===== src/rtl/fetch_unit.sv =====
`default_nettype none
// ============================================================================
//  Module      : fetch_unit
//  Description : Instruction fetch stage for the LEGv8 core. Owns the PC,
//                issues sequential read requests to instruction memory over a
//                valid/ready handshake, buffers in-order responses in a
//                DEPTH-entry queue and presents instruction + PC to the
//                Controller with valid/ready. A branch redirect flushes the
//                queue and discards responses of stale in-flight requests.
//  Revision    : 1.0 - initial release
// ----------------------------------------------------------------------------
//  Ports
//    clock            in   rising-edge clock
//    reset            in   asynchronous, active-high reset
//    redirect_valid   in   branch taken, load redirect_pc this cycle
//    redirect_pc      in   branch target address
//    imem_req_valid   out  fetch request valid
//    imem_req_ready   in   memory accepts request
//    imem_req_addr    out  fetch address
//    imem_resp_valid  in   response word valid (in request order)
//    imem_resp_data   in   fetched instruction word
//    instr_valid      out  queue head valid
//    instr_ready      in   Controller consumes head
//    instr_data       out  head instruction (0 when queue empty)
//    instr_pc         out  PC of head instruction (0 when queue empty)
//    perf_fetched     out  [FETCH_PERF_EN] pushed instruction count
//    perf_dropped     out  [FETCH_PERF_EN] discarded response count
//    perf_stall       out  [FETCH_PERF_EN] cycles consumer waited on empty queue
//
//  Build option
//    FETCH_PERF_EN    when defined, adds the three 32-bit wrapping performance
//                     counters above; core behaviour is identical either way.
// ============================================================================
module fetch_unit #(
    parameter int                    ADDR_WIDTH      = 32,
    parameter int                    INSTR_WIDTH     = 32,
    parameter int                    DEPTH           = 4,
    parameter int                    MAX_OUTSTANDING = 4,
    parameter logic [ADDR_WIDTH-1:0] RESET_PC        = '0,
    parameter int                    PC_STEP         = 4
) (
    input  logic                   clock,
    input  logic                   reset,
    input  logic                   redirect_valid,
    input  logic [ADDR_WIDTH-1:0]  redirect_pc,
    output logic                   imem_req_valid,
    input  logic                   imem_req_ready,
    output logic [ADDR_WIDTH-1:0]  imem_req_addr,
    input  logic                   imem_resp_valid,
    input  logic [INSTR_WIDTH-1:0] imem_resp_data,
`ifdef FETCH_PERF_EN
    output logic [31:0]            perf_fetched,
    output logic [31:0]            perf_dropped,
    output logic [31:0]            perf_stall,
`endif
    output logic                   instr_valid,
    input  logic                   instr_ready,
    output logic [INSTR_WIDTH-1:0] instr_data,
    output logic [ADDR_WIDTH-1:0]  instr_pc
);

    localparam int c_ptr_w = (DEPTH > 1) ? $clog2(DEPTH) : 1;
    localparam int c_cnt_w = $clog2(DEPTH + 1);
    localparam int c_out_w = $clog2(MAX_OUTSTANDING + 1);
    localparam int c_sum_w = $clog2(DEPTH + MAX_OUTSTANDING + 1);
    localparam logic [ADDR_WIDTH-1:0] c_step = ADDR_WIDTH'(PC_STEP);

    // ------------------------------------------------------------------
    // State
    // ------------------------------------------------------------------
    logic [ADDR_WIDTH-1:0]  r_fetch_pc;   // address of next request
    logic [ADDR_WIDTH-1:0]  r_resp_pc;    // PC tagged onto next kept response
    logic [c_out_w-1:0]     r_out;        // accepted, not yet responded
    logic [c_out_w-1:0]     r_drop;       // stale responses still to discard
    logic [c_ptr_w-1:0]     r_rd_ptr;
    logic [c_ptr_w-1:0]     r_wr_ptr;
    logic [c_cnt_w-1:0]     r_count;

    logic [INSTR_WIDTH-1:0] r_q_data [DEPTH];
    logic [ADDR_WIDTH-1:0]  r_q_pc   [DEPTH];

    // ------------------------------------------------------------------
    // Handshake decode
    // ------------------------------------------------------------------
    logic                   w_q_empty;
    logic                   w_credit_ok;
    logic                   w_out_ok;
    logic                   w_req_valid;
    logic                   w_req_fire;
    logic                   w_resp_fire;
    logic                   w_resp_drop;
    logic                   w_push;
    logic                   w_pop;
    logic [c_out_w-1:0]     w_out_next;

    assign w_q_empty = (r_count == '0);

    // Every accepted request reserves a queue slot up front, so a response
    // always finds room and the memory never has to be back-pressured.
    assign w_credit_ok = (c_sum_w'(r_count) + c_sum_w'(r_out)) < c_sum_w'(DEPTH);
    assign w_out_ok    = (r_out < c_out_w'(MAX_OUTSTANDING));
    assign w_req_valid = !reset && w_credit_ok && w_out_ok;
    assign w_req_fire  = w_req_valid && imem_req_ready;

    // A response with nothing outstanding is a protocol error and is ignored.
    assign w_resp_fire = imem_resp_valid && (r_out != '0);
    assign w_resp_drop = w_resp_fire && (r_drop != '0);

    // A response landing in a redirect cycle belongs to the old path.
    assign w_push = w_resp_fire && (r_drop == '0) && !redirect_valid;
    assign w_pop  = !w_q_empty && instr_ready;

    assign w_out_next = r_out + c_out_w'(w_req_fire) - c_out_w'(w_resp_fire);

    // ------------------------------------------------------------------
    // Control registers
    // ------------------------------------------------------------------
    always_ff @(posedge clock or posedge reset) begin
        if (reset) begin
            r_fetch_pc <= RESET_PC;
            r_resp_pc  <= RESET_PC;
            r_out      <= '0;
            r_drop     <= '0;
            r_rd_ptr   <= '0;
            r_wr_ptr   <= '0;
            r_count    <= '0;
        end else begin
            r_out <= w_out_next;
            if (redirect_valid) begin
                // Everything still in flight after this cycle, including a
                // request accepted right now, fetched the wrong path.
                r_fetch_pc <= redirect_pc;
                r_resp_pc  <= redirect_pc;
                r_drop     <= w_out_next;
                r_rd_ptr   <= '0;
                r_wr_ptr   <= '0;
                r_count    <= '0;
            end else begin
                if (w_req_fire) begin
                    r_fetch_pc <= r_fetch_pc + c_step;
                end
                if (w_resp_drop) begin
                    r_drop <= r_drop - c_out_w'(1);
                end
                if (w_push) begin
                    r_wr_ptr  <= r_wr_ptr + c_ptr_w'(1);
                    r_resp_pc <= r_resp_pc + c_step;
                end
                if (w_pop) begin
                    r_rd_ptr <= r_rd_ptr + c_ptr_w'(1);
                end
                unique case ({w_push, w_pop})
                    2'b10:   r_count <= r_count + c_cnt_w'(1);
                    2'b01:   r_count <= r_count - c_cnt_w'(1);
                    default: r_count <= r_count;
                endcase
            end
        end
    end

    // Queue storage needs no reset: contents are only visible while counted.
    always_ff @(posedge clock) begin
        if (w_push) begin
            r_q_data[r_wr_ptr] <= imem_resp_data;
            r_q_pc[r_wr_ptr]   <= r_resp_pc;
        end
    end

    // ------------------------------------------------------------------
    // Outputs
    // ------------------------------------------------------------------
    assign imem_req_valid = w_req_valid;
    assign imem_req_addr  = r_fetch_pc;
    assign instr_valid    = !w_q_empty;
    assign instr_data     = w_q_empty ? '0 : r_q_data[r_rd_ptr];
    assign instr_pc       = w_q_empty ? '0 : r_q_pc[r_rd_ptr];

`ifdef FETCH_PERF_EN
    logic [31:0] r_perf_fetched;
    logic [31:0] r_perf_dropped;
    logic [31:0] r_perf_stall;

    always_ff @(posedge clock or posedge reset) begin
        if (reset) begin
            r_perf_fetched <= '0;
            r_perf_dropped <= '0;
            r_perf_stall   <= '0;
        end else begin
            if (w_push) begin
                r_perf_fetched <= r_perf_fetched + 32'd1;
            end
            // Any accepted response that is not queued was discarded.
            if (w_resp_fire && !w_push) begin
                r_perf_dropped <= r_perf_dropped + 32'd1;
            end
            if (instr_ready && w_q_empty) begin
                r_perf_stall <= r_perf_stall + 32'd1;
            end
        end
    end

    assign perf_fetched = r_perf_fetched;
    assign perf_dropped = r_perf_dropped;
    assign perf_stall   = r_perf_stall;
`endif

endmodule
`default_nettype wire


===== config.mk =====
export PLATFORM = sky130hd
export DESIGN_NAME = fetch_unit
export DESIGN_NICKNAME = d
export VERILOG_FILES = /design/src/rtl/fetch_unit.sv
export SDC_FILE = /design/constraint.sdc
export NUM_CORES = 1
export LEC_CHECK = 0
export ABC_AREA = 1
export CAP_MARGIN = 5
export CELL_PAD_IN_SITES_DETAIL_PLACEMENT = 1
export CELL_PAD_IN_SITES_GLOBAL_PLACEMENT = 1
export CORE_ASPECT_RATIO = 2
export CORE_MARGIN = 2
export CORE_UTILIZATION = 41
export CTS_BUF_LIST = sky130_fd_sc_hd__clkbuf_8
export DETAILED_ROUTE_END_ITERATION = 8
export PLACE_DENSITY = 0.87
export REMOVE_ABC_BUFFERS = 1
export SYNTH_ARGS = -nofsm -noshare
export SYNTH_HDL_FRONTEND = slang
export SYNTH_SLANG_ARGS = --single-unit

===== constraint.sdc =====
create_clock -name clock -period 3.95 [get_ports clock]
set_input_delay 0.5925 -clock clock [delete_from_list [all_inputs] [get_ports clock]]
set_output_delay 0.5925 -clock clock [all_outputs]
set_load 0.005 [all_outputs]

[After elaboration in Yosys (flattened, before gate mapping)]
Memory sizes are Yosys's and may differ from the RTL's.
Index checks and enable logic that the tools add are counted.
Word-level totals
  register bits: 77
  bits in writable memories: 256
  input bits: 70
  output and inout bits: 98
  memories: 2
Memory list
  r_q_data: words 4, width 32, read ports 1, clocked after Yosys merged registers in 0, wr ports 1, RTL line 79  | logic [INSTR_WIDTH-1:0] r_q_data [DEPTH];
  r_q_pc: words 4, width 32, read ports 1, clocked after Yosys merged registers in 0, wr ports 1, RTL line 80  | logic [ADDR_WIDTH-1:0] r_q_pc [DEPTH];
Operators by class
  add/sub/neg operators: 10
  magnitude comparators: 2
  eq/ne operators: 2
  muxes and demuxes: 16
  reduce and logical (&&, ||, !) cells: 20
Operators by type and width (number)
  $mux W32: 6
  $add A32 B3 Y32 const B: 2
  $mux W3: 3
  $reduce_bool A3 Y1: 3
  $logic_and A1 B1 Y1: 8
  $mux W2: 4
  $reduce_bool A2 Y1: 4
  $logic_not A3 Y1: 2
  $pmux W3 S2: 1
  $sub A3 B1 Y3 const B: 2
  $add A2 B1 Y2 const B: 2
  $add A3 B3 Y4: 1
  $lt A4 B3 Y1 const B: 1
  $add A3 B1 Y3: 1
  $add A3 B1 Y3 const B: 1
  $logic_not A1 Y1: 3
  $lt A3 B3 Y1 const B: 1
  $sub A3 B1 Y3: 1
  $eq A2 B1 Y1 const B: 1
  $eq A2 B2 Y1 const B: 1
  $mux W1: 2

[Depth between registers and ports, before layout]
Gate-level depths: netlist of run 1.
  word-level depth: 8
  gate-level depth with buffers: 14
  gate-level depth less buffers: 14

[Worst setup path after synthesis of run 1]
OpenSTA, ideal clock, no wires.
  kind: register -> register
  from: reg r_drop[0]
  to: mem r_q_data[0][0], enable pin
  arrival time: 3.803 ns
  path slack: -0.340 ns
  stages on the path, launching flop included: 9
  path buffers: 0
  period minus slack after synthesis: 4.290 ns
  cell sequence: dfrtp_1 inv_1 ha_1 inv_1 nor2_1 nand3_2 inv_1 nand2_1 nor2_1
Between the ends
  word-level cells in the longest chain between the ends: 5
RTL lines
  start: declaration: RTL line 74  | logic [c_out_w-1:0] r_drop;
  start signal: assignment: RTL line 134  | r_drop <= w_out_next;
  start signal: assignment: RTL line 143  | r_drop <= r_drop - c_out_w'(1);
  $logic_not A3 Y1: RTL line 110  | assign w_push = w_resp_fire && (r_drop == '0) && !redirect_valid;
  $logic_and A1 B1 Y1 (2 in series): RTL line 110
  $mux W1: RTL line 163  | if (w_push) begin
  $mux W1 (implied by the code): RTL line 164  | r_q_data[r_wr_ptr] <= imem_resp_data;
  end: declaration: RTL line 79
Every way passes these cells.

[Worst setup path in the final report of run 1]
  from: reg r_rd_ptr[0]
  to: out instr_pc[11]
Between the ends
  word-level cells in the longest chain between the ends: 2
RTL lines
  start: declaration: RTL line 75  | logic [c_ptr_w-1:0] r_rd_ptr;
  start signal: assignment: RTL line 150  | r_rd_ptr <= r_rd_ptr + c_ptr_w'(1);
  $mem_v2 Z4 W32
  $mux W32: RTL line 176  | assign instr_pc = w_q_empty ? '0 : r_q_pc[r_rd_ptr];
  end: declaration: RTL line 59  | output logic [ADDR_WIDTH-1:0] instr_pc
Every way passes these cells.

==> results of run 1 <==
power breakdown:
group / switching [W] / internal, W / leakage, nW
clock network: 0.00139 / 0.00184 / 0.569
registers: 0.000353 / 0.00411 / 3.24
logic: 0.00155 / 0.00110 / 3.13
total: 0.00328 / 0.00705 / 6.94
per-stage QoR:
| step | instances | hold slack, ps | instance area [um^2] | total power (W) | setup TNS (ps) |
|---|---|---|---|---|---|
| 2_1_floorplan | 1519 | 465 | 15000 | 0.00574 | -192040 |
| 3_3_place_gp | 2163 | 463 | 17500 | 0.00704 | 0 |
| 3_5_place_dp | 2163 | 466 | 17500 | 0.00718 | 0 |
| 4_1_cts | 2247 | 416 | 18600 | 0.0104 | 0 |
| 5_1_grt | 2248 | 480 | 18600 | 0.0108 | 0 |
| 6_report | 2248 | 419 | 18600 | 0.0103 | 0 |
how the worst max path moves through the flow:
| stage | end | slack, ps |
|---|---|---|
| 2_1_floorplan | r_count[2] | -1420 |
| 3_3_place_gp | r_drop[2] | 720 |
| 3_5_place_dp | r_drop[2] | 670 |
| 4_1_cts | instr_data[4] | 370 |
| 5_1_grt | instr_data[16] | 270 |
| 6_report | instr_pc[11] | 390 |
metal layers:
layer | track usage | share of wire | wire (um)
met4 | 0.148 | 0.063 | 2910
met5 | 0 | 0 | 0
met1 | 0.238 | 0.35 | 16000
met3 | 0.0244 | 0.033 | 1520
met2 | 0.472 | 0.56 | 26000
flip-flops by register name, summed over array words and instances, names as in the netlist:
signal         cells
r_wr_ptr           2
r_count            3
r_resp_pc         32
r_q_pc           128
imem_req_addr     32
r_q_data         128
r_out              3
r_rd_ptr           2
r_drop             3
synth_stat cells (all sizes together):
cell type	number
a21oi	98
a22oi	3
a31oi	5
and3	1
buf	44
clkbuf	26
clkinv	3
dfrtp	77
edfxtp	256
fa	2
ha	12
inv	92
nand2	311
nand3	57
nand3b	13
nand4	11
nor2	364
nor3	18
o211ai	14
o21ai	166
o21bai	3
o31ai	2
or2	1
xnor2	2
xor2	8
cells by family after synthesis:
| family | synth area share |
|---|---|
| AOI/OAI and AO/OA | 0.0996 |
| xor gates and xnor gates | 0.00573 |
| adders and majority gates | 0.0124 |
| buffers and inverters | 0.0445 |
| DFF | 0.629 |
| and+or+nand+nor | 0.208 |
final cells by class:
type,count,area [um^2]
clock inverter,38,480
sequential,333,9620
multi-input combinational,1091,5020
tap,459,574
clock buffer,46,633
fill,4142,18500
timing repair buffer,185,1880
inverter,95,362
antenna,1,2.50
==> results.yml, run 1 <==
status:
  status: "complete, no violations"
detailed_routing:
  ant_nets: 0
  drc: 0
  via_per_inst: 5.42
  vias: 12186
  drt_first_iter_violations: 669
  first_pass_iters: 5
  wl_per_cell_um: 20.7
  routed_wirelength_mm: 46.5
clock_tree:
  cts_max_level: 2
  cts_tree: "done"
  cts_hold_buf: 0
  clk_path_buf_depth: 3
  cts_buffers: 45
  post_cts_resized: 0
  postCtsSetupRepairBufs: 0
  root_buffer: "clkbuf_8"
  clk-insertion-delay-late_ps: 590
  clock_sinks: 333
  clk_pin_slew_ps: 70
run:
  maxCapViolations: 0
sta:
  tightest_slew_ps: 957
  final_max_slew_viol_count: 0
  final.period_utilization: 0.901
  period_needed_ps: 3560
  max-slew-margin-rel: 0.362
  setup_viol: 0
  final-hold-violation-count: 0
  fmax_ghz: 0.281
  clock_skew_ps: 23.7
  setup_slack_ps: 392
  rsz0062_at_grt: "false"
grt:
  grt_overflow: 0
  grt_usage: 0.241
  antenna_found_initial: 1
  grt_pass1_vias: 13609
  grt_pass1_wl_mm: 72.9
  grt_max_degree: 130
finish:
  area_growth_pct: 21.5
  layout_commonest_cell: "nor2_1"
  nets: 1835
  final_util: 0.501
  final_cell_mix: "nor2_1 (356), nand2_1 (305), edfxtp_1 (256)"
  final_layout_size_suffix_gt1_frac: 0.0677
setup_path:
  required_ps: 3360
  crit_fanout: 129
  rr_endpoint: "r_drop[2]"
  worst-path-buf-inv: 2
  worstReg2RegStart: "r_out[2]"
  crit_top_cell: "nor2_1"
  end_kind: "output pin"
  path_delay_family: "buffers and inverters"
  crit_chain: "buf_12 -> nor2_1 -> nor2_1 -> o21ai_0 -> a21oi_1 -> clkdlybuf4s50_1"
  slowest_stage: "clkdlybuf4s50_1"
  r2r_cells: 12
  setup.worst_path.class: "register to output pin"
  cp.arrival_ps: 2970
  cp-start-kind: "register"
  reg2reg_slack_ps: 1040
  worstSetupPathDepth: 6
  cpPeakStageDelay_ps: 600
  crit_start: "r_rd_ptr[0]"
placement:
  port_buffers: 167
  gp_congestion: 0.938
  post-dp-hpwl_mm: 31.1
  place_ws_ps: 667
floorplanning:
  io_pins: 168
  start_util: 0.413
  die_h_um: 277
  core_area_um2: 37000
  die_area_um2: 38900
  num_rows: 100
  die_w_um: 141
synthesis:
  postSynthCellCount: 1589
  synthTopCellsByArea: "edfxtp_1 (50%), dfrtp_1 (13%), nor2_1 (8.8%)"
  synth-seq-area-share: 0.629
  yosysWarnings: 0
  yosysTopAreaCell: "edfxtp_1"
  ys_ff_latch: 333
  syn-cell-area_um2: 15300
  syn_area_per_cell_um2: 9.62
  ys_types: 40
  synth_top_area_frac: 0.503
pwr:
  powerDensity_nw_per_um2: 557
  p_leak_nw: 6.94
  peakVddDrop_mv: 0.303
min_path:
  hold_class: "input pin to asynchronous set/reset pin"
Power figures use the tool's default switching activity.
==> inputs of run 2 (changes only) <==
--- a/config.mk
+++ b/config.mk
@@ -10,12 +10,12 @@
 export CELL_PAD_IN_SITES_DETAIL_PLACEMENT = 1
 export CELL_PAD_IN_SITES_GLOBAL_PLACEMENT = 1
 export CORE_ASPECT_RATIO = 2
-export CORE_MARGIN = 2
 export CORE_UTILIZATION = 41
 export CTS_BUF_LIST = sky130_fd_sc_hd__clkbuf_8
 export DETAILED_ROUTE_END_ITERATION = 8
 export PLACE_DENSITY = 0.87
 export REMOVE_ABC_BUFFERS = 1
+export SLEW_MARGIN = 40
 export SYNTH_ARGS = -nofsm -noshare
 export SYNTH_HDL_FRONTEND = slang
 export SYNTH_SLANG_ARGS = --single-unit
==> run 2 against run 1 <==
Against the previous run:
- worst hold slack gained 7.0 ps
- design area shrank 0.42%
- flip-flop and latch count is the same
- via count grew 0.29%
- utilization grew 0.47 points
- combinational power is essentially flat
- register-to-register slack gained 20 ps
- the run now ends with design-rule violations left
- die area shrank 2.1%
==> results.yml, run 2 (synthesis gave the netlist of run 1 again) <==
grt:
  met2_usage: 0.494
  grt_pass1_vias: 13368
  use_met3: 0.0244
  use_met1: 0.243
  busiest_layer: "met2"
  grt_usage: 0.248
  antenna_found_initial: 1
  grt_overflow: 0
  grt_pass1_wl_mm: 72.3
  grt_max_degree: 130
detailed_routing:
  routed_wirelength_mm: 46.1
  ant_nets: 0
  wl_per_cell_um: 20.5
  via_per_inst: 5.44
  vias: 12221
  drc: 14
  first_pass_iters: 6
  drt_first_iter_violations: 776
sta:
  clock_skew_ps: 22.5
  period_needed_ps: 3580
  rsz0062_at_grt: "false"
  final-hold-violation-count: 0
  final.period_utilization: 0.905
  tightest_slew_ps: 778
  setup_viol: 0
  fmax_ghz: 0.280
  final_max_slew_viol_count: 0
  max-slew-margin-rel: 0.481
floorplanning:
  io_pins: 168
  die_area_um2: 38100
  die_w_um: 139
  die_h_um: 275
  start_util: 0.418
  num_rows: 99
  core_area_um2: 36500
clock_tree:
  clk-insertion-delay-late_ps: 590
  post_cts_resized: 0
  cts_tree: "done"
  cts_hold_buf: 0
  root_buffer: "clkbuf_8"
  clock_sinks: 333
  cts_buffers: 47
  cts_max_level: 2
  postCtsSetupRepairBufs: 0
  clk_path_buf_depth: 3
  clk_pin_slew_ps: 70
pwr:
  peakVddDrop_mv: 0.301
  p_total_w: 0.00997
  p_leak_nw: 6.93
  powerDensity_nw_per_um2: 539
setup_path:
  crit_start: "r_rd_ptr[0]"
  cp.arrival_ps: 2980
  crit_fanout: 129
  crit_chain: "buf_12 -> nor2_1 -> nor2_1 -> o21ai_0 -> a21oi_1 -> clkdlybuf4s50_1"
  rr_endpoint: "r_drop[2]"
  setup.worst_path.class: "register to output pin"
  required_ps: 3360
  worstReg2RegStart: "r_out[2]"
  worst-path-buf-inv: 2
  cpPeakStageDelay_ps: 610
  end_kind: "output pin"
  cp-start-kind: "register"
  r2r_cells: 12
  path_delay_family: "buffers and inverters"
  crit_top_cell: "nor2_1"
  slowest_stage: "clkdlybuf4s50_1"
  reg2reg_slack_ps: 1060
min_path:
  hold_class: "input pin to asynchronous set/reset pin"
finish:
  final_cell_mix: "nor2_1 (356), nand2_1 (305), edfxtp_1 (256)"
  nets: 1839
  final_layout_size_suffix_gt1_frac: 0.0670
  layout_commonest_cell: "nor2_1"
  area_growth_pct: 21.0
  final_cell_count_no_fill: 2247
  post-route-cell-area_um2: 18500
  largestRegisters: "r_q_data: 128 flops, r_q_pc: 128 flops"
placement:
  place_area_um2: 17500
  port_buffers: 167
  post-dp-hpwl_mm: 31.4
  gp_congestion: 0.924
  dp.cells: 2160
status:
  status: "complete, but fails checks"
  violations: "design-rule violations"
run:
  maxCapViolations: 0
run 2: worst register-to-register path: cells and delay by family (launching register included):
| kind | cells | cell delay, ps |
|---|---|---|
| adders and majority gates | 4 | 1100 |
| and+or+nand+nor | 3 | 600 |
| DFF | 1 | 430 |
| xor gates and xnor gates | 2 | 310 |
| AOI/OAI and AO/OA | 2 | 270 |
| buffers and inverters | 1 | 50 |
run 2: worst max path at each step:
stage / end / cells after the start / slack [ps]
floorplan: r_count[2] / 11 / -1420
global placement: r_drop[2] / 12 / 700
detailed placement: r_drop[2] / 12 / 660
CTS: instr_pc[10] / 6 / 320
global route: instr_pc[10] / 6 / 270
finish: instr_pc[10] / 6 / 370
run 2: layout make-up:
| class | count | area [um^2] |
|---|---|---|
| Sequential cell | 333 | 9620 |
| Antenna cell | 1 | 2.50 |
| Tap cell | 454 | 568 |
| Multi-Input combinational cell | 1091 | 5020 |
| Clock inverter | 37 | 310 |
| Clock buffer | 49 | 674 |
| Timing Repair Buffer | 187 | 1930 |
| Inverter | 95 | 363 |
| Fill cell | 4098 | 18000 |
run 2: report_power, final:
part / leakage (nW) / switching, W / internal [W]
clock: 0.532 / 0.00136 / 0.00150
combinational: 3.16 / 0.00155 / 0.00110
sequential: 3.24 / 0.000350 / 0.00412
run 2: through the flow:
step / hold WS, ps / util / setup TNS, ps / setup WS (ps)
after floorplan: 465 / - / -192040 / -1420
after global placement: 463 / 0.479 / 0 / 697
after detailed placement: 469 / 0.479 / 0 / 661
after CTS: 438 / 0.506 / 0 / 317
after global routing: 472 / 0.506 / 0 / 275
final: 426 / 0.506 / 0 / 375
run 2: layer usage:
metal / vias up / wire length (um)
li1: 5695 / -
met5: - / 0
met1: 6106 / 16000
met4: 0 / 2790
met3: 120 / 1430
met2: 300 / 25900
